File: src/rtl/counter_sequencer.sv
// Two-requester command sequencer driving a loadable up/down counter.
// Round-robin grants one command at a time, runs it for len+1 cycles, then pulses done.
module counter_sequencer #(
  parameter int unsigned W  = 4,
  parameter int unsigned LW = 4
) (
  input  logic          clk,
  input  logic          res,
  input  logic          req0_valid,
  input  logic [1:0]    req0_op,
  input  logic [LW-1:0] req0_len,
  input  logic [W-1:0]  req0_data,
  input  logic          req1_valid,
  input  logic [1:0]    req1_op,
  input  logic [LW-1:0] req1_len,
  input  logic [W-1:0]  req1_data,
  output logic          req0_ready,
  output logic          req1_ready,
  output logic          s0,
  output logic          s1,
  output logic [W-1:0]  x,
  output logic [W-1:0]  cnt_q,
  output logic          busy,
  output logic          done,
  output logic          owner
);

  localparam logic [1:0] OP_LOAD = 2'b00;
  localparam logic [1:0] OP_UP   = 2'b01;
  localparam logic [1:0] OP_DOWN = 2'b10;
  localparam logic [1:0] OP_HOLD = 2'b11;

  typedef enum logic [1:0] {
    ST_IDLE = 2'b00,
    ST_RUN  = 2'b01,
    ST_DONE = 2'b10
  } state_e;

  typedef struct packed {
    logic [1:0]    op;
    logic [LW-1:0] len;
    logic [W-1:0]  data;
  } cmd_t;

  state_e        state_q, state_d;
  logic [1:0]    mode_q, mode_d;
  logic [W-1:0]  x_q, x_d;
  logic [W-1:0]  cnt_d;
  logic [LW-1:0] rem_q, rem_d;
  logic          owner_q, owner_d;
  logic          busy_q, busy_d;
  logic          done_q, done_d;
  logic          grant0_c, grant1_c;
  cmd_t          cmd_c;

  // Round-robin arbitration; a tie goes to the requester that was not granted last.
  always_comb begin
    grant0_c = 1'b0;
    grant1_c = 1'b0;
    if (res && (state_q == ST_IDLE)) begin
      if (req0_valid && req1_valid) begin
        grant0_c = owner_q;
        grant1_c = ~owner_q;
      end else begin
        grant0_c = req0_valid;
        grant1_c = req1_valid;
      end
    end
  end

  always_comb begin
    cmd_c.op   = grant1_c ? req1_op   : req0_op;
    cmd_c.len  = grant1_c ? req1_len  : req0_len;
    cmd_c.data = grant1_c ? req1_data : req0_data;
  end

  // Next-state and next-output logic; the mode/x registers hold the latched command.
  always_comb begin
    state_d = state_q;
    mode_d  = mode_q;
    x_d     = x_q;
    cnt_d   = cnt_q;
    rem_d   = rem_q;
    owner_d = owner_q;
    unique case (state_q)
      ST_IDLE: begin
        if (grant0_c || grant1_c) begin
          mode_d  = cmd_c.op;
          x_d     = cmd_c.data;
          rem_d   = (cmd_c.op == OP_LOAD) ? '0 : cmd_c.len;
          owner_d = grant1_c;
          state_d = ST_RUN;
        end
      end
      ST_RUN: begin
        unique case (mode_q)
          OP_LOAD: cnt_d = x_q;
          OP_UP:   cnt_d = cnt_q + W'(1);
          OP_DOWN: cnt_d = cnt_q - W'(1);
          OP_HOLD: cnt_d = cnt_q;
          default: cnt_d = cnt_q;
        endcase
        if (rem_q == '0) begin
          mode_d  = OP_HOLD;
          x_d     = '0;
          state_d = ST_DONE;
        end else begin
          rem_d = rem_q - LW'(1);
        end
      end
      ST_DONE: state_d = ST_IDLE;
      default: begin
        mode_d  = OP_HOLD;
        x_d     = '0;
        state_d = ST_IDLE;
      end
    endcase
    busy_d = (state_d != ST_IDLE);
    done_d = (state_d == ST_DONE);
  end

  always_ff @(posedge clk) begin
    if (!res) begin
      state_q <= ST_IDLE;
      mode_q  <= OP_HOLD;
      x_q     <= '0;
      cnt_q   <= '0;
      rem_q   <= '0;
      owner_q <= 1'b1;
      busy_q  <= 1'b0;
      done_q  <= 1'b0;
    end else begin
      state_q <= state_d;
      mode_q  <= mode_d;
      x_q     <= x_d;
      cnt_q   <= cnt_d;
      rem_q   <= rem_d;
      owner_q <= owner_d;
      busy_q  <= busy_d;
      done_q  <= done_d;
    end
  end

  assign req0_ready = grant0_c;
  assign req1_ready = grant1_c;
  assign s0         = mode_q[1];
  assign s1         = mode_q[0];
  assign x          = x_q;
  assign busy       = busy_q;
  assign done       = done_q;
  assign owner      = owner_q;

endmodule
File: config.mk
export PLATFORM = sky130hd
export DESIGN_NAME = counter_sequencer
export DESIGN_NICKNAME = d
export VERILOG_FILES = /design/src/rtl/counter_sequencer.sv
export SDC_FILE = /design/constraint.sdc
export NUM_CORES = 1
export LEC_CHECK = 0
export CORE_ASPECT_RATIO = 1.2
export CORE_MARGIN = 3
export CORE_UTILIZATION = 45
export CTS_CLUSTER_DIAMETER = 80
export DETAILED_ROUTE_END_ITERATION = 6
export GPL_ROUTABILITY_DRIVEN = 0
export PLACE_DENSITY = 0.77
export SLEW_MARGIN = 25
export SYNTH_ARGS = -nofsm -noshare
export SYNTH_HDL_FRONTEND = slang
export SYNTH_SLANG_ARGS = --single-unit
File: constraint.sdc
create_clock -name clk -period 2.3 [get_ports clk]
set_clock_uncertainty 0.15 [all_clocks]
set_input_delay 0.69 -clock clk [delete_from_list [all_inputs] [get_ports clk]]
set_output_delay 0.69 -clock clk [all_outputs]
set_load 0.02 [all_outputs]
# Word level (Yosys, flattened, before mapping)
# Index checks and enable logic that the tools add are counted.
[classes]
add_sub_neg = 3
n_eq_ne = 9
bitwise_logic = 3
mux = 21
reduce_logical = 13
[op_table]
columns = ["cell", "n"]
rows = [
  ["$mux 4", 7],
  ["$pmux 4 s3", 2],
  ["$mux 2", 5],
  ["$eq 2x2->1 const B", 4],
  ["$pmux 4 s2", 1],
  ["$sub 4x1->4 const B", 2],
  ["$logic_not 2->1", 3],
  ["$pmux 2 s3", 1],
  ["$reduce_and 3->1", 2],
  ["$add 4x1->4 const B", 1],
  ["$eq 2x1->1 const B", 2],
  ["$logic_not 4->1", 1],
  ["$mux 1", 4],
  ["$ne 2x2->1 const B", 2],
  ["$pmux 2 s2", 1],
  ["$reduce_and 2->1", 2],
  ["$reduce_bool 2->1", 2],
  ["$not 1->1", 3],
  ["$logic_and 1x1->1", 2],
  ["$ne 2x1->1 const B", 1],
  ["$logic_or 1x1->1", 1],
]
[word_totals]
regBits = 19
output_inout_bits = 15
wordCells = 57
input_bits = 24

# Depth between registers and ports, before layout
# Gate-level depths: netlist (run 1).
[depth]
depth_word = 8
depth_mapped = 8
ltp_nobuf = 8

# Worst setup path after synthesis (run 1)
# OpenSTA, ideal clock, no wires.
[synth_path]
kind = "input -> output"
start = "input res"
end = "output req0_ready"
stages = 3
required_ns = 1.460
slack_ns = 0.047
t_arrival_ns = 1.413
path_cell_list = "inv_2 > clkbuf_1 > nor3_1"
[synth_between]
elab_chain_cells = 2
[synth_lines]
columns = ["item", "line", "text"]
rows = [
  ["start, declared", "8", "input logic res,"],
  ["$logic_and 1x1->1", "60", "if (res && (state_q == ST_IDLE)) begin"],
  ["$mux 1", "60", ""],
  ["end, declared", "17", "output logic req0_ready,"],
]
# No other way between the ends.

# Worst setup path in the final report (run 1)
[layout_path]
start = "input req0_valid"
end = "output req0_ready"
[layout_between]
elab_chain_cells = 3
[layout_lines]
columns = ["item", "line", "text"]
rows = [
  ["start, declared", "9", "input logic req0_valid,"],
  ["$logic_and 1x1->1", "61", "if (req0_valid && req1_valid) begin"],
  ["$mux 1 *", "61", ""],
  ["$mux 1 *", "60", ""],
]
# Every way passes the cells marked *; elsewhere a longest branch is shown, timed or not.

==> results of run 1 <==
-- worst min path at each step --
stage | to | cells after the start | slack (ns)
finish | x[1] | 2 | 0.36
global route | x[2] | 2 | 0.39
CTS | x[2] | 2 | 0.36
detailed placement | x[2] | 2 | 0.34
global placement | x[2] | 2 | 0.34
floorplan | rem_q[1] | 1 | 0.34
-- layout by cell type, fill, tap and decap left out, types with 3 or more instances in the layout --
master	instances
sky130_fd_sc_hd__a21boi_0	3
sky130_fd_sc_hd__a21oi_1	7
sky130_fd_sc_hd__buf_4	18
sky130_fd_sc_hd__clkbuf_4	3
sky130_fd_sc_hd__clkdlybuf4s50_1	32
sky130_fd_sc_hd__dfxtp_1	19
sky130_fd_sc_hd__ha_1	5
sky130_fd_sc_hd__inv_1	12
sky130_fd_sc_hd__mux2i_1	5
sky130_fd_sc_hd__nand2_1	6
sky130_fd_sc_hd__nor2_1	7
sky130_fd_sc_hd__nor3_1	3
sky130_fd_sc_hd__o2111ai_1	3
sky130_fd_sc_hd__o21ai_0	6
sky130_fd_sc_hd__o21ai_1	6
sky130_fd_sc_hd__o22ai_1	4
-- state kept, by name, summed over array words and instances, names as in the netlist --
register	cells
mode_q	2
rem_q	4
cnt_q	4
busy	1
x	4
done	1
owner	1
state_q	2
-- worst register-to-register path, cell delays in order, from the launching register on --
cell	delay [ns]
sky130_fd_sc_hd__dfxtp_1	0.41
sky130_fd_sc_hd__inv_1	0.06
sky130_fd_sc_hd__ha_1	0.24
sky130_fd_sc_hd__ha_1	0.29
sky130_fd_sc_hd__a21o_1	0.18
sky130_fd_sc_hd__a21oi_1	0.19
sky130_fd_sc_hd__xnor2_1	0.10
sky130_fd_sc_hd__a311oi_1	0.27
-- synthesized netlist by cell type, types with 2 or more instances --
cell type and n:
sky130_fd_sc_hd__dfxtp_1 19, sky130_fd_sc_hd__inv_1 12, sky130_fd_sc_hd__a21oi_1 7, sky130_fd_sc_hd__nor2_1 7, sky130_fd_sc_hd__nand2_1 6, sky130_fd_sc_hd__o21ai_0 6
sky130_fd_sc_hd__o21ai_1 6, sky130_fd_sc_hd__ha_1 5, sky130_fd_sc_hd__mux2i_1 5, sky130_fd_sc_hd__nor3_1 4, sky130_fd_sc_hd__o22ai_1 4, sky130_fd_sc_hd__a21boi_0 3
sky130_fd_sc_hd__o2111ai_1 3, sky130_fd_sc_hd__a211oi_2 2, sky130_fd_sc_hd__a21boi_1 2, sky130_fd_sc_hd__a311oi_1 2, sky130_fd_sc_hd__and3_1 2, sky130_fd_sc_hd__buf_6 2
sky130_fd_sc_hd__clkbuf_1 2, sky130_fd_sc_hd__nand3_1 2, sky130_fd_sc_hd__nor2b_1 2, sky130_fd_sc_hd__o211ai_1 2, sky130_fd_sc_hd__or3_1 2, sky130_fd_sc_hd__xnor2_1 2
-- final cells by class --
type / count / area [um2]
fill: 202 / 666
tap: 31 / 38.8
sequential: 19 / 380
multi-input combinational: 96 / 737
timing repair buffer: 54 / 495
clock inverter: 1 / 7.51
clock buffer: 3 / 22.5
inverter: 14 / 53.8
-- metrics by stage --
stage / area (um2) / utilization (%)
after floorplan: 1200 / -
after global placement: 1690 / 70.2
after detailed placement: 1690 / 70.2
after CTS: 1730 / 72.1
after global routing: 1740 / 72.3
final: 1740 / 72.3
-- timing repair --
| action | 4_1_cts | 5_1_grt |
|---|---|---|
| hold endpoints to repair | 0 | 0 |
| gates resized for setup | 17 | 2 |
| pin swaps | 0 | 0 |
| setup endpoints to repair | 5 | 2 |
| buffers inserted | 1 | 0 |
-- kinds of logic (layout without fill, tap and decap cells) --
group | after synthesis | in the layout
AND/OR/NAND/NOR | 35 | 35
flip-flops | 19 | 19
buffers and inverters | 20 | 72
XOR/XNOR | 3 | 3
adder cells (fa/ha/maj) | 6 | 6
AO/OA/AOI/OAI | 45 | 45
multiplexers | 7 | 7
-- where the power goes --
part           switching, mW  total, mW  internal [mW]
sequential            0.0313      0.393          0.362
combinational          0.174      0.358          0.183
clock                  0.116      0.182         0.0663
total                  0.321      0.933          0.612
-- metal layers --
layer	GRT usage [%]	share of wire [%]	wire length, um
met3	2.39	4.9	148
met4	7.67	1.5	47
met1	26.1	44	1340
met5	0	0	0
met2	33.4	50	1510
==> summary by stage, run 1 <==
Floorplanning
Once the floorplan was initialized, standard cells occupied 49.9% of the core. 39 I/O pins were placed. The height of the die is 62.5 um. The area of the die is 3320 um2. The floorplan has 19 rows.

Measured along the x axis, the die boundary spans 53.1 um. The core region is 2400 um2.

Yosys
The xor-xnor portion of the synthesized cell area is 2.19%. The total nets after synthesis is 165. The cell area that synthesis handed to floorplanning was 1200 um2. Summing the areas of all fa, ha and maj instances in the mapped netlist gives 6.90% of the synthesized area.

The primary flip-flop cell chosen by synthesis mapping is sky130_fd_sc_hd__dfxtp_1. In this run, distinct cell masters in the synthesized netlist total 50. After synthesis the netlist holds a flip-flop and latch count of 19. After synthesis, the largest family of logic cells by area is compound AO/OA/AOI/OAI gates. For this run, the register share of the synthesized area comes to 31.8%. The largest area contributor in the netlist is sky130_fd_sc_hd__dfxtp_1. The top cell type's share of synthesized area is 31.8%. The area fraction in compound gates after synthesis is 26.3%. Summing the areas of all and, or, nand and nor instances in the mapped netlist gives 18.4% of the synthesized area. The share of synthesized flip-flops with an asynchronous set or reset is 0%. The synthesized design contains 0 enable-type register cells. Yosys printed 0 warnings. The post-synthesis area per instance is 8.87 um2. By area the synthesized netlist is led by sky130_fd_sc_hd__dfxtp_1 (32%), sky130_fd_sc_hd__ha_1 (5.2%), sky130_fd_sc_hd__mux2i_1 (4.2%). In the synthesized netlist, the number of instances is 135.

The portion of netlist area occupied by mux cells is 6.37%.

Layout
The antenna diode count is 0. The finished layout holds 218 standard cells, fillers aside. The final net count is 218. The area overhead of the layout relative to synthesis is 44.9%. Cells with a size suffix above 1 make up 19.3% of the layout.

Critical path
The delay of the slowest critical-path stage is 0.28 ns. The endpoint arrival time on the critical path is 1.44 ns. The type of origin of the critical path is a primary input. The sum of buffers and inverters on the critical path is 2. STA classifies the critical path endpoint as an output pin.

The data required time at the worst endpoint is 1.46 ns. The source of the worst register-to-register timing path is mode_q[0]. The critical path ends at req0_ready. The worst setup slack for register-to-register paths is 0.32 ns. The critical path crosses 4 cells after its start point.

The largest individual stage delay along the critical path comes from the cell sky130_fd_sc_hd__dlygate4sd2_1. The critical path starts at req0_valid. The signal on the critical path passes through dlygate4sd2_1 -> nand2_1 -> nor3_2 -> buf_4. Grouping stages by cell kind, the critical path spends the most delay in buffers and inverters.

The largest fanout of any net on the critical path is 3. For the worst flop-to-flop path, the logic depth is 7. The critical path class is primary input to output pin. The capturing point of the worst reg2reg path is cnt_q[3].

Clock tree
CTS built an H-tree with a depth of 1. The tree is rooted in a sky130_fd_sc_hd__clkbuf_4. The clock latency of the later-clocked register in the worst-skew pair is 0.31 ns. The CTS tree is built.

The clock-pin slew on the worst setup and hold paths is 0.13 ns. The number of clock buffers inserted by TritonCTS is 3. Clock tree synthesis found a total of 19 sinks. The clock passes through at most 2 buffers.

After clock tree synthesis, the flow added hold-fix buffers numbering 0.

Power and ir drop
Summing internal, switching and leakage power gives 933 uW. The maximum ir drop on the vdd rail is 0.370 mV. The total power divided by cell area is 537 nW/um2. The static leakage is 0.734 nW.

Placed design
The number of port buffers is 38. The half-perimeter wire length after detailed placement is 2400 um. The number of placed cells counting well taps is 213. The placement-stage worst setup slack is -0.752 ns.

GRT
Entering global routing, the biggest net connects 13 pins. The total global-route track usage is 20.2%. The number of global-route vias before repair came to 1196. The first global-routing pass estimated 5220 um of wire. The number of antenna violations at the first check in global routing was 0.

The total overflow left after global routing is 0.

Drt
In this run, the number of DRC markers left after iteration 0 of detailed routing was 48. After detailed routing, the average wire length per cell comes to 14.0 um. Detailed routing inserted a total of 1200 vias.

For this run, design rule violations remaining after detail routing come to 0. The first detailed-routing pass ran for 4 iterations. The post-detailed-route count of antenna-violating nets is 0. The number of vias per cell after detailed routing is 5.50.

The total wire length is 3050 um.

Timing
The final setup violation count is 0. The number of hold violations in the final report came to 0. The sum of negative setup slack is 0 ns. Setup repair after global routing left no endpoint under its margin. The worst-case hold slack is 0.363 ns. In the finished design, the share of the clock period the worst path needs comes to 99.0%. Subtracting the final worst setup slack from the clock period gives 2.28 ns. For the pin with the worst max-slew slack, the measured transition is 0.400 ns.

The final worst slack is 0.0234 ns. The number of max-slew violations in the final report is 0. The worst pin sits at a relative slew slack of 73.3%.

The maximum clock frequency is 439 MHz.

Worst hold path
In this run the most critical hold path is launched from x[1]. In this run the worst hold path is classified as register to register.

Status
The flow ran to the end, and the final reports show no timing, DRC or antenna violations.

Flow run
Across the run, the number of max-cap violations was 0.
No activity file was read; power rests on OpenSTA's default activity.
==> inputs of run 2 (changes only) <==
- CTS_BUF_LIST: default -> sky130_fd_sc_hd__clkbuf_16
- clock period: 2.3 -> 2.2 ns (I/O delays scaled with it)
==> summary by stage, run 2 (synthesis results as in run 1) <==
Timing
The worst-case hold slack is 0.350 ns (-0.0131 ns). Setup repair after global routing left no endpoint under its margin. The transition time at the pin with the least slew margin came to 0.377 ns (-0.0236 ns). The routed design could run at a clock period as short as 2.15 ns.

The number of max-slew violations in the final report was 0 (unchanged). The sum of negative setup slack came to 0 ns (unchanged). The fraction of the cycle the final worst path needs is 97.9%. The final setup violation count came to 0 (unchanged).

For this run, the top clock speed supported by timing is 464 MHz. The number of hold violations in the final report came to 0 (unchanged). The relative slew slack was 74.9% (+1.6 points).

Floorplanning
The initial cell density of the core is 49.9% (unchanged). The floorplan core area came to 2400 um2 (unchanged). The placement row count is 19 (unchanged). The height of the die was 62.5 um (unchanged). The area of the die is 3320 um2 (unchanged). The overall die width came to 53.1 um (unchanged). The number of placed I/O pins is 39 (unchanged).

Worst hold path
The tightest min-delay check is of the register to register type. The startpoint of the most critical hold path is x[2]. The worst hold path endpoint is x[2].

The worst hold path depth is 2 (unchanged).

Clock tree
The number of clock buffers inserted by TritonCTS is 3 (unchanged). The number of buffers on the longest clock path is 2 (unchanged). The clock latency of the later-clocked register in the worst-skew pair is 0.25 ns (-0.06 ns). The total number of clock tree sinks is 19 (unchanged).

TritonCTS built the clock tree. The H-tree level count came to 1 (unchanged). The clock-pin slew on the worst setup and hold paths was 0.06 ns (-0.07 ns). The clock tree root buffer cell is sky130_fd_sc_hd__clkbuf_16.

Drt
The total wire length is 3170 um (+4.2%). The DRC violations left is 0 (unchanged). The number of search-and-repair iterations in the first detailed-routing pass is 4 (unchanged). The post-detailed-route count of antenna-violating nets is 0 (unchanged). The number of design-rule violations left by the first detailed-router iteration is 35 (-27%).

The number of vias per cell after detailed routing is 5.59 (+1.6%). The count of vias placed by the detailed router came to 1225 (+2.1%). The average wire per cell in the routed design is 14.5 um (+3.7%).

Layout
The final net count came to 219 (+0.46%). The share of cells above drive strength 1 is 21.3% (+2.0 points). In the layout the commonest cells are sky130_fd_sc_hd__clkdlybuf4s50_1 (32), sky130_fd_sc_hd__dfxtp_1 (19), sky130_fd_sc_hd__buf_4 (19). The library cell used most frequently in the layout, excluding fill and tap cells, is sky130_fd_sc_hd__clkdlybuf4s50_1. The area of combinational cells with multiple inputs is 739 um2 (+0.34%). The antenna diode count is 0 (unchanged).

The area used by sequential logic in the layout is 380 um2 (unchanged). The final core utilization came to 74.4% (+2.1 points). From synthesis to final layout, the design area changed by 49.2%.

The count of filler cells inserted in the layout is 185 (-8.4%). The non-filler instance count after layout is 219 (+0.46%).

GRT
The largest net degree at the start of global routing is 13 (unchanged). The aggregate global routing overflow came to 0 (unchanged). The number of global-route vias before repair was 1196 (unchanged). The wire length of the first global-routing pass is 5180 um (-0.80%).

The number of antenna violations at the first check in global routing was 0 (unchanged). The total global-route track usage is 20.7% (+0.48 points).

Placed design
The number of placed cells counting well taps is 213 (unchanged). The number of port buffers is 38 (unchanged). The half-perimeter wire length after detailed placement was 2350 um (-2.3%).

Power and ir drop
The static leakage was 0.766 nW (+4.4%). The power after layout is 1.18 mW (+26%). The maximum ir drop on the vdd rail is 0.506 mV (+37%). The total power divided by cell area is 658 nW/um2 (+22%).

Critical path
In this run the critical register-to-register path is launched from mode_q[0]. The worst register-to-register path ends at cnt_q[3]. The number of cells on the worst reg-to-reg path came to 7 (unchanged). The endpoint arrival time on the critical path came to 1.34 ns (-0.10 ns). The worst setup slack for register-to-register paths came to 0.28 ns (-0.04 ns). The critical path class is primary input to output pin. The type of destination of the critical path is an output pin.

The largest fanout of any net on the critical path came to 2 (-1). The type of origin of the critical path is a primary input. The data required time at the worst endpoint is 1.39 ns (-0.07 ns).

Flow run
The max-cap check violation count was 0 (unchanged).

Status
The run finished with clean final reports.
## run 2: where the power goes
part	internal, mW	total, mW	switching, mW
sequential	0.379	0.411	0.0322
combinational	0.193	0.378	0.185
clock	0.244	0.386	0.142
total	0.816	1.18	0.359
## run 2: metal layers
layer / track usage [%] / vias up / wire length, um
met4: 13.1 / 0 / 96
met5: 0 / - / 0
met1: 25.8 / 568 / 1320
met3: 3.34 / 9 / 178
met2: 32.0 / 44 / 1580
li1: - / 604 / -
## run 2: final cells by class
class	instances	share of cell area, %
repair buffers	55	27.7
multi-input cells	96	41.4
inverters	14	3.01
flip-flops and latches	19	21.3
well taps	31	2.17
clock buffers	3	4.20
clock inverters	1	0.280
## run 2: how the worst max path moves through the flow
| stage | cells past startpoint | from | slack (ns) | to |
|---|---|---|---|---|
| 2_1_floorplan | 3 | res | 0.007 | req0_ready |
| 3_3_place_gp | 5 | res | -0.76 | req1_ready |
| 3_5_place_dp | 5 | res | -0.79 | req1_ready |
| 4_1_cts | 4 | req1_valid | 0.008 | req0_ready |
| 5_1_grt | 5 | res | 0.008 | req1_ready |
| 6_report | 5 | res | 0.05 | req1_ready |
## run 2: metrics by stage
stage	setup WS, ns	instance area [um2]
floorplan	0.00654	1200
global placement	-0.758	1690
detailed placement	-0.789	1690
CTS	0.00818	1790
global route	0.00849	1790
finish	0.0452	1790
## run 2: worst max-delay path, cell delays in order
cell and delay, ns:
sky130_fd_sc_hd__dlygate4sd2_1 0.23, sky130_fd_sc_hd__a21boi_4 0.21, sky130_fd_sc_hd__nand2_4 0.07, sky130_fd_sc_hd__clkinv_2 0.05, sky130_fd_sc_hd__buf_4 0.13
## run 2: what timing repair did
item	CTS	global route
setup endpoints to repair	12	3
cloned	0	0
resized for setup	20	3
hold buffers	0	0
setup buffers	1	1
pin swaps	1	0
==> edit 1: new RTL, flow settings as in run 1 <==
`W`: 4 -> 6.
--- a/src/rtl/counter_sequencer.sv
+++ b/src/rtl/counter_sequencer.sv
@@ -1,7 +1,7 @@
 // Two-requester command sequencer driving a loadable up/down counter.
 // Round-robin grants one command at a time, runs it for len+1 cycles, then pulses done.
 module counter_sequencer #(
-  parameter int unsigned W  = 4,
+  parameter int unsigned W  = 6,
   parameter int unsigned LW = 4
 ) (
   input  logic          clk,
Ports: changed (resized cnt_q, req0_data, req1_data and x); port bits go from 39 to 47. The function was not compared with the original's and may differ.
==> edit 1 against run 1 <==
  * Sequential cell count increased by 4
  * Synthesized cell count increased by 36%
  * Wire length increased by 31%
  * Critical path depth decreased by 3
  * Largest cell class unchanged
  * Cell count increased by 25%
  * Register-to-register slack got worse by 200 ps
  * Worst setup slack improved by 67 ps
  * Non-clock buffer count increased by 6
  * Worst hold slack got worse by 6.4 ps
  * Cell area increased by 21%
  * Critical path type is now register to output pin
  * Total power increased by 9.0%
  * Area after synthesis increased by 27%
==> edit 1: results (changes against run 1) <==
Status
  • Run status: finished clean

Global route
  • Total GRT Usage: 0.198 (-0.00442)
  • Global-route wire length before repair: 6.57 mm (+26%)
  • Initial antenna violation count: 0 (unchanged)
  • Number of global-route vias before repair: 1500 (+25%)
  • Largest net degree at the start of global routing: 22 (+9)

Hold path
  • Hold Path Class: register to register
  • Critical hold path startpoint: rem_q[1]$_SDFFE_PN0P_

Power
  • Sw frac: 0.332 (-0.0125)
  • PD cells: 483 nW/um2 (-10%)
  • Worst vdd ir: 328 uV (-12%)
  • Clock power frac: 0.190 (-0.005)
  • Pleak: 0.953 nW (+30%)
  • Comb group: 0.000368 W (+3%)

Synthesis
  • Synth unique cells: 47 (-6.0%)
  • Synth area leaders: dfxtp_1 30%, mux2i_1 7.9%, nand2_1 4.7%
  • Synthesized Nets: 216 (+31%)
  • Top cells by count, synth: 23 x dfxtp_1, 19 x nand2_1, 13 x o21ai_0, 12 x mux2i_1, 11 x a21oi_1
  • Yosys warnings: 0 (unchanged)
  • Sequential cell area fraction in the yosys report: 0.304 (-0.0138)

Drt
  • WL met2: 2.08 mm (+38%)
  • DR iter-0 viols: 63 (+31%)
  • Drt pass-1 iters: 5 (+1)
  • DR vias: 1566 (+31%)
  • WL met1: 1.65 mm (+23%)
  • WL final: 4.00 mm (+31%)
  • WL met3: 211 um (+43%)

Placement
  • IO Port Bufs: 46 (+21%)
  • DP HPWL: 3.12 mm (+30%)

Critical path
  • Crit Path Max Fanout: 6 (+3)
  • Worst stage delay on the critical path: 640 ps (+360 ps)
  • CP max stage cell: clkdlybuf4s50_1
  • Signal arrival time at the worst endpoint: 1370 ps (-70 ps)
  • Worst Setup SP: cnt_q[0]$_SDFFE_PN0P_

CTS
  • Worst-skew pair later-pin latency: 320 ps
  • Post CTS Setup Buffer Count: 0 (-1)
  • CTS-repair resized insts: 13 (-4)
  • Clock-pin slew on the worst setup and hold paths: 150 ps (+20 ps)
  • Root Buffer: clkbuf_4
  • CTS max path bufs: 2 (unchanged)

STA
  • Slew margin rel.: 0.541 (-0.192)

Finish
  • Share of post-route cells with drive strength above 1: 0.148 (-0.0448)
  • Nets: 271 (+24%)
-- edit 1: final timing paths --
path | slack, ps | depth (start not counted) | endpoint
worst max-delay path | 90 | 1 | cnt_q[0]
worst min-delay path | 360 | 2 | rem_q[1]$_SDFFE_PN0P_
worst max register to register | 120 | 9 | cnt_q[4]$_SDFFE_PN0P_
worst min register to register | 360 | 2 | rem_q[1]$_SDFFE_PN0P_
-- edit 1: layout make-up --
type                       instances  area, um2
inverter                           7       26.3
timing repair buffer              60        562
clock buffer                       3       22.5
fill                             302       1030
tap                               36       45.0
clock inverter                     1       5.00
sequential                        23        465
multi-input combinational        143        981
-- edit 1: layer usage --
layer / vias up / global-route usage
met1: 730 / 0.245
met3: 8 / 0.0242
met2: 59 / 0.348
met5: - / 0
met4: 0 / 0.0554
li1: 769 / -
-- edit 1: worst register-to-register path: stages (launching register included) --
cell and delay (ps):
dfxtp_2 360, inv_2 70, ha_2 180, xor2_1 150, ha_2 210, or3b_2 440, a21oi_1 160, a21oi_1 70
xnor2_1 170, o211ai_1 120
-- edit 1: metrics by stage --
step	std cells	setup WS, ps	cell area [um2]	hold slack [ps]	utilization
2_1_floorplan	183	10.5	1520	302	-
3_3_place_gp	269	-569	2080	314	0.661
3_5_place_dp	269	-578	2080	341	0.661
4_1_cts	273	0.0757	2090	360	0.667
5_1_grt	273	12.5	2110	384	0.671
6_report	273	90.1	2110	356	0.671
-- edit 1: cells by family (layout without fill, tap and decap cells) --
family          after synthesis  count (layout)  share of synthesized area
compound gates               53              53                      0.244
xor+xnor                      8               8                     0.0462
fa+ha+maj                     5               5                     0.0413
buf+inv                      17              71                     0.0520
flops                        23              23                      0.304
mux                          12              12                     0.0793
simple gates                 65              65                      0.234
==> edit 2: new RTL, flow settings as in run 1 <==
Made on the original files. Put one more register stage on the output `cnt_q`, without a reset. The value now appears one clock later. The other outputs are not delayed to match.
--- a/src/rtl/counter_sequencer.sv
+++ b/src/rtl/counter_sequencer.sv
@@ -42,6 +42,8 @@
     logic [W-1:0]  data;
   } cmd_t;
 
+  logic [W-1:0] cnt_q_s0;
+
   state_e        state_q, state_d;
   logic [1:0]    mode_q, mode_d;
   logic [W-1:0]  x_q, x_d;
@@ -79,7 +81,7 @@
     state_d = state_q;
     mode_d  = mode_q;
     x_d     = x_q;
-    cnt_d   = cnt_q;
+    cnt_d   = cnt_q_s0;
     rem_d   = rem_q;
     owner_d = owner_q;
     unique case (state_q)
@@ -95,10 +97,10 @@
       ST_RUN: begin
         unique case (mode_q)
           OP_LOAD: cnt_d = x_q;
-          OP_UP:   cnt_d = cnt_q + W'(1);
-          OP_DOWN: cnt_d = cnt_q - W'(1);
-          OP_HOLD: cnt_d = cnt_q;
-          default: cnt_d = cnt_q;
+          OP_UP:   cnt_d = cnt_q_s0 + W'(1);
+          OP_DOWN: cnt_d = cnt_q_s0 - W'(1);
+          OP_HOLD: cnt_d = cnt_q_s0;
+          default: cnt_d = cnt_q_s0;
         endcase
         if (rem_q == '0) begin
           mode_d  = OP_HOLD;
@@ -124,7 +126,7 @@
       state_q <= ST_IDLE;
       mode_q  <= OP_HOLD;
       x_q     <= '0;
-      cnt_q   <= '0;
+      cnt_q_s0 <= '0;
       rem_q   <= '0;
       owner_q <= 1'b1;
       busy_q  <= 1'b0;
@@ -133,7 +135,7 @@
       state_q <= state_d;
       mode_q  <= mode_d;
       x_q     <= x_d;
-      cnt_q   <= cnt_d;
+      cnt_q_s0 <= cnt_d;
       rem_q   <= rem_d;
       owner_q <= owner_d;
       busy_q  <= busy_d;
@@ -150,4 +152,8 @@
   assign done       = done_q;
   assign owner      = owner_q;
 
+  always_ff @(posedge clk) begin
+    cnt_q <= cnt_q_s0;
+  end
+
 endmodule
Function: changed (Yosys sat finds a counterexample within 4 cycles, from zero or initial values).
==> edit 2 against run 1 <==
  * Maximum frequency rose by 1.4%
  * Cell count up 3.2%
  * Worst setup slack gained 31 ps
  * Via count fell by 0.92%
  * Area after synthesis up 4.3%
  * Wire length decreased by 1.5%
  * Cell area rose by 2.3%
  * Combinational power grew 5%
  * Utilization fell by 4.1 points
  * Count of clock-buffer cells in the layout unchanged
  * Total power grew 11%
  * Worst hold slack worse by 130 ps
  * Sequential cell count rose by 4
  * Critical path type unchanged
  * Critical endpoint is now req1_ready
==> edit 2: results (changes against run 1) <==
Global route
  • Total GRT Usage: 0.189 (-0.0137)
  • Global-route wire length before repair: 4.82 mm (-7.8%)
  • Initial antenna violation count: 0 (unchanged)
  • Largest net degree at the start of global routing: 15 (+2)
  • Number of global-route vias before repair: 1156 (-3.3%)

Placement
  • DP HPWL: 2.48 mm (+3.1%)
  • IO Port Bufs: 38 (unchanged)

Critical path
  • Signal arrival time at the worst endpoint: 1410 ps (-30 ps)
  • CP top delay family: buffers and inverters
  • FF-to-FF Start: mode_q[0]$_SDFFE_PN1P_
  • Worst stage delay on the critical path: 260 ps (-20 ps)
  • Worst Setup SP: req0_valid
  • CP max stage cell: dlygate4sd2_1
  • Crit Path Max Fanout: 3 (unchanged)

STA
  • Worst-Margin Slew: 344 ps (-56.2 ps)
  • Period minus WS final: 2250 ps (-31.2 ps)

CTS
  • Post CTS Setup Buffer Count: 0 (-1)
  • Clock-pin slew on the worst setup and hold paths: 140 ps
  • Htree depth: 1 (unchanged)
  • Root Buffer: clkbuf_4
  • CTS max path bufs: 2 (unchanged)
  • Worst-skew pair later-pin latency: 320 ps
  • CTS buffer count: 3 (unchanged)

Power
  • Worst vdd ir: 371 uV (+0.33%)
  • Pleak: 0.753 nW (+2.5%)

Finish
  • Ant. Diodes: 0 (unchanged)
  • Non-filler instance count after layout: 225 (+3.2%)
  • Nets: 223 (+2.3%)
  • Share of post-route cells with drive strength above 1: 0.167 (-0.0258)

Synthesis
  • Top cells by count, synth: 23 x dfxtp_1, 12 x inv_1, 10 x nand2_1, 8 x mux2i_1, 8 x nor2_1
  • Most used flip-flop cell after synthesis: dfxtp_1
  • Synth unique cells: 43 (-14%)
  • Mapped Avg Cell Area: 8.92 um2 (+0.56%)
  • Synth async-reset ratio: 0 (unchanged)
  • Sequential cell area fraction in the yosys report: 0.369 (+0.0511)
  • Synthesized Nets: 170 (+3.0%)
  • Yosys warnings: 0 (unchanged)
  • Synth area leaders: dfxtp_1 37%, mux2i_1 6.4%, ha_1 5.0%

Hold path
  • Hold Path Class: register to register
  • Critical hold path startpoint: cnt_q_s0[2]$_SDFFE_PN0P_

Drt
  • WL final: 3.00 mm (-1.5%)
  • Drt pass-1 iters: 4 (unchanged)
  • Drt via density: 5.28 (-4.0%)
  • DR iter-0 viols: 15 (-69%)

Status
  • Run status: finished clean
==> edit 2: layout make-up <==
class | count | area [um2]
inverters | 12 | 45.0
fillers | 243 | 827
repair buffers | 52 | 477
clock inverters | 1 | 7.51
clock buffers | 3 | 22.5
multi-input cells | 101 | 722
flip-flops and latches | 23 | 460
well taps | 33 | 41.3
==> edit 2: repair_timing <==
action | in CTS | in global routing
gates resized for setup | 16 | 1
endpoints found under the setup margin | 2 | 1
pin swaps | 2 | 0
==> edit 2: path summary, 6_finish.rpt <==
| check | slack, ps | to | cells past startpoint |
|---|---|---|---|
| worst min register to register | 230 | cnt_q[2]$_DFF_P_ | 0 |
| worst min-delay path | 230 | cnt_q[2]$_DFF_P_ | 0 |
| worst max register to register | 240 | cnt_q_s0[3]$_SDFFE_PN0P_ | 7 |
| worst max-delay path | 50 | req1_ready | 5 |
==> edit 2: logic make-up (layout without fill, tap and decap cells) <==
| family | Yosys count | after routing | synth area share |
|---|---|---|---|
| DFF | 23 | 23 | 0.369 |
| buffers and inverters | 16 | 68 | 0.0591 |
| xor gates and xnor gates | 3 | 3 | 0.0210 |
| adders and majority gates | 6 | 6 | 0.0661 |
| muxes | 8 | 8 | 0.0641 |
| AOI/OAI and AO/OA | 35 | 35 | 0.194 |
| and+or+nand+nor | 49 | 49 | 0.226 |
==> edit 2: metrics by stage <==
stage	power, W	setup WS (ps)	hold WS (ps)	setup TNS (ps)	cell area, um2
detailed placement	0.000850	-702	218	-2530	1750
global route	0.00110	7.55	238	0	1780
global placement	0.000837	-630	212	-1910	1750
floorplan	0.000694	163	202	0	1250
CTS	0.00105	53.0	230	0	1770
finish	0.00103	54.6	232	0	1780
==> edit 2: power breakdown <==
| part | leakage, nW | switching (W) | internal, W | total (W) |
|---|---|---|---|---|
| combinational | 0.550 | 0.000184 | 0.000192 | 0.000376 |
| clock | 0.0139 | 0.000127 | 0.0000663 | 0.000194 |
| sequential | 0.189 | 0.0000298 | 0.000435 | 0.000465 |
==> edit 2: worst reg2reg max path, delay by kind of cell, from the launching register on <==
kind            cells  cell delay [ps]
flops               1              400
buf+inv             1               80
compound gates      3              670
fa+ha+maj           2              530
mux                 1              130
==> edit 2: routing by layer <==
metal | wire length [um] | vias up | track usage
met5 | 0 | - | 0
met4 | 44 | 0 | 0.0841
met3 | 133 | 6 | 0.0402
met2 | 1670 | 31 | 0.359
met1 | 1150 | 550 | 0.180
li1 | - | 602 | -
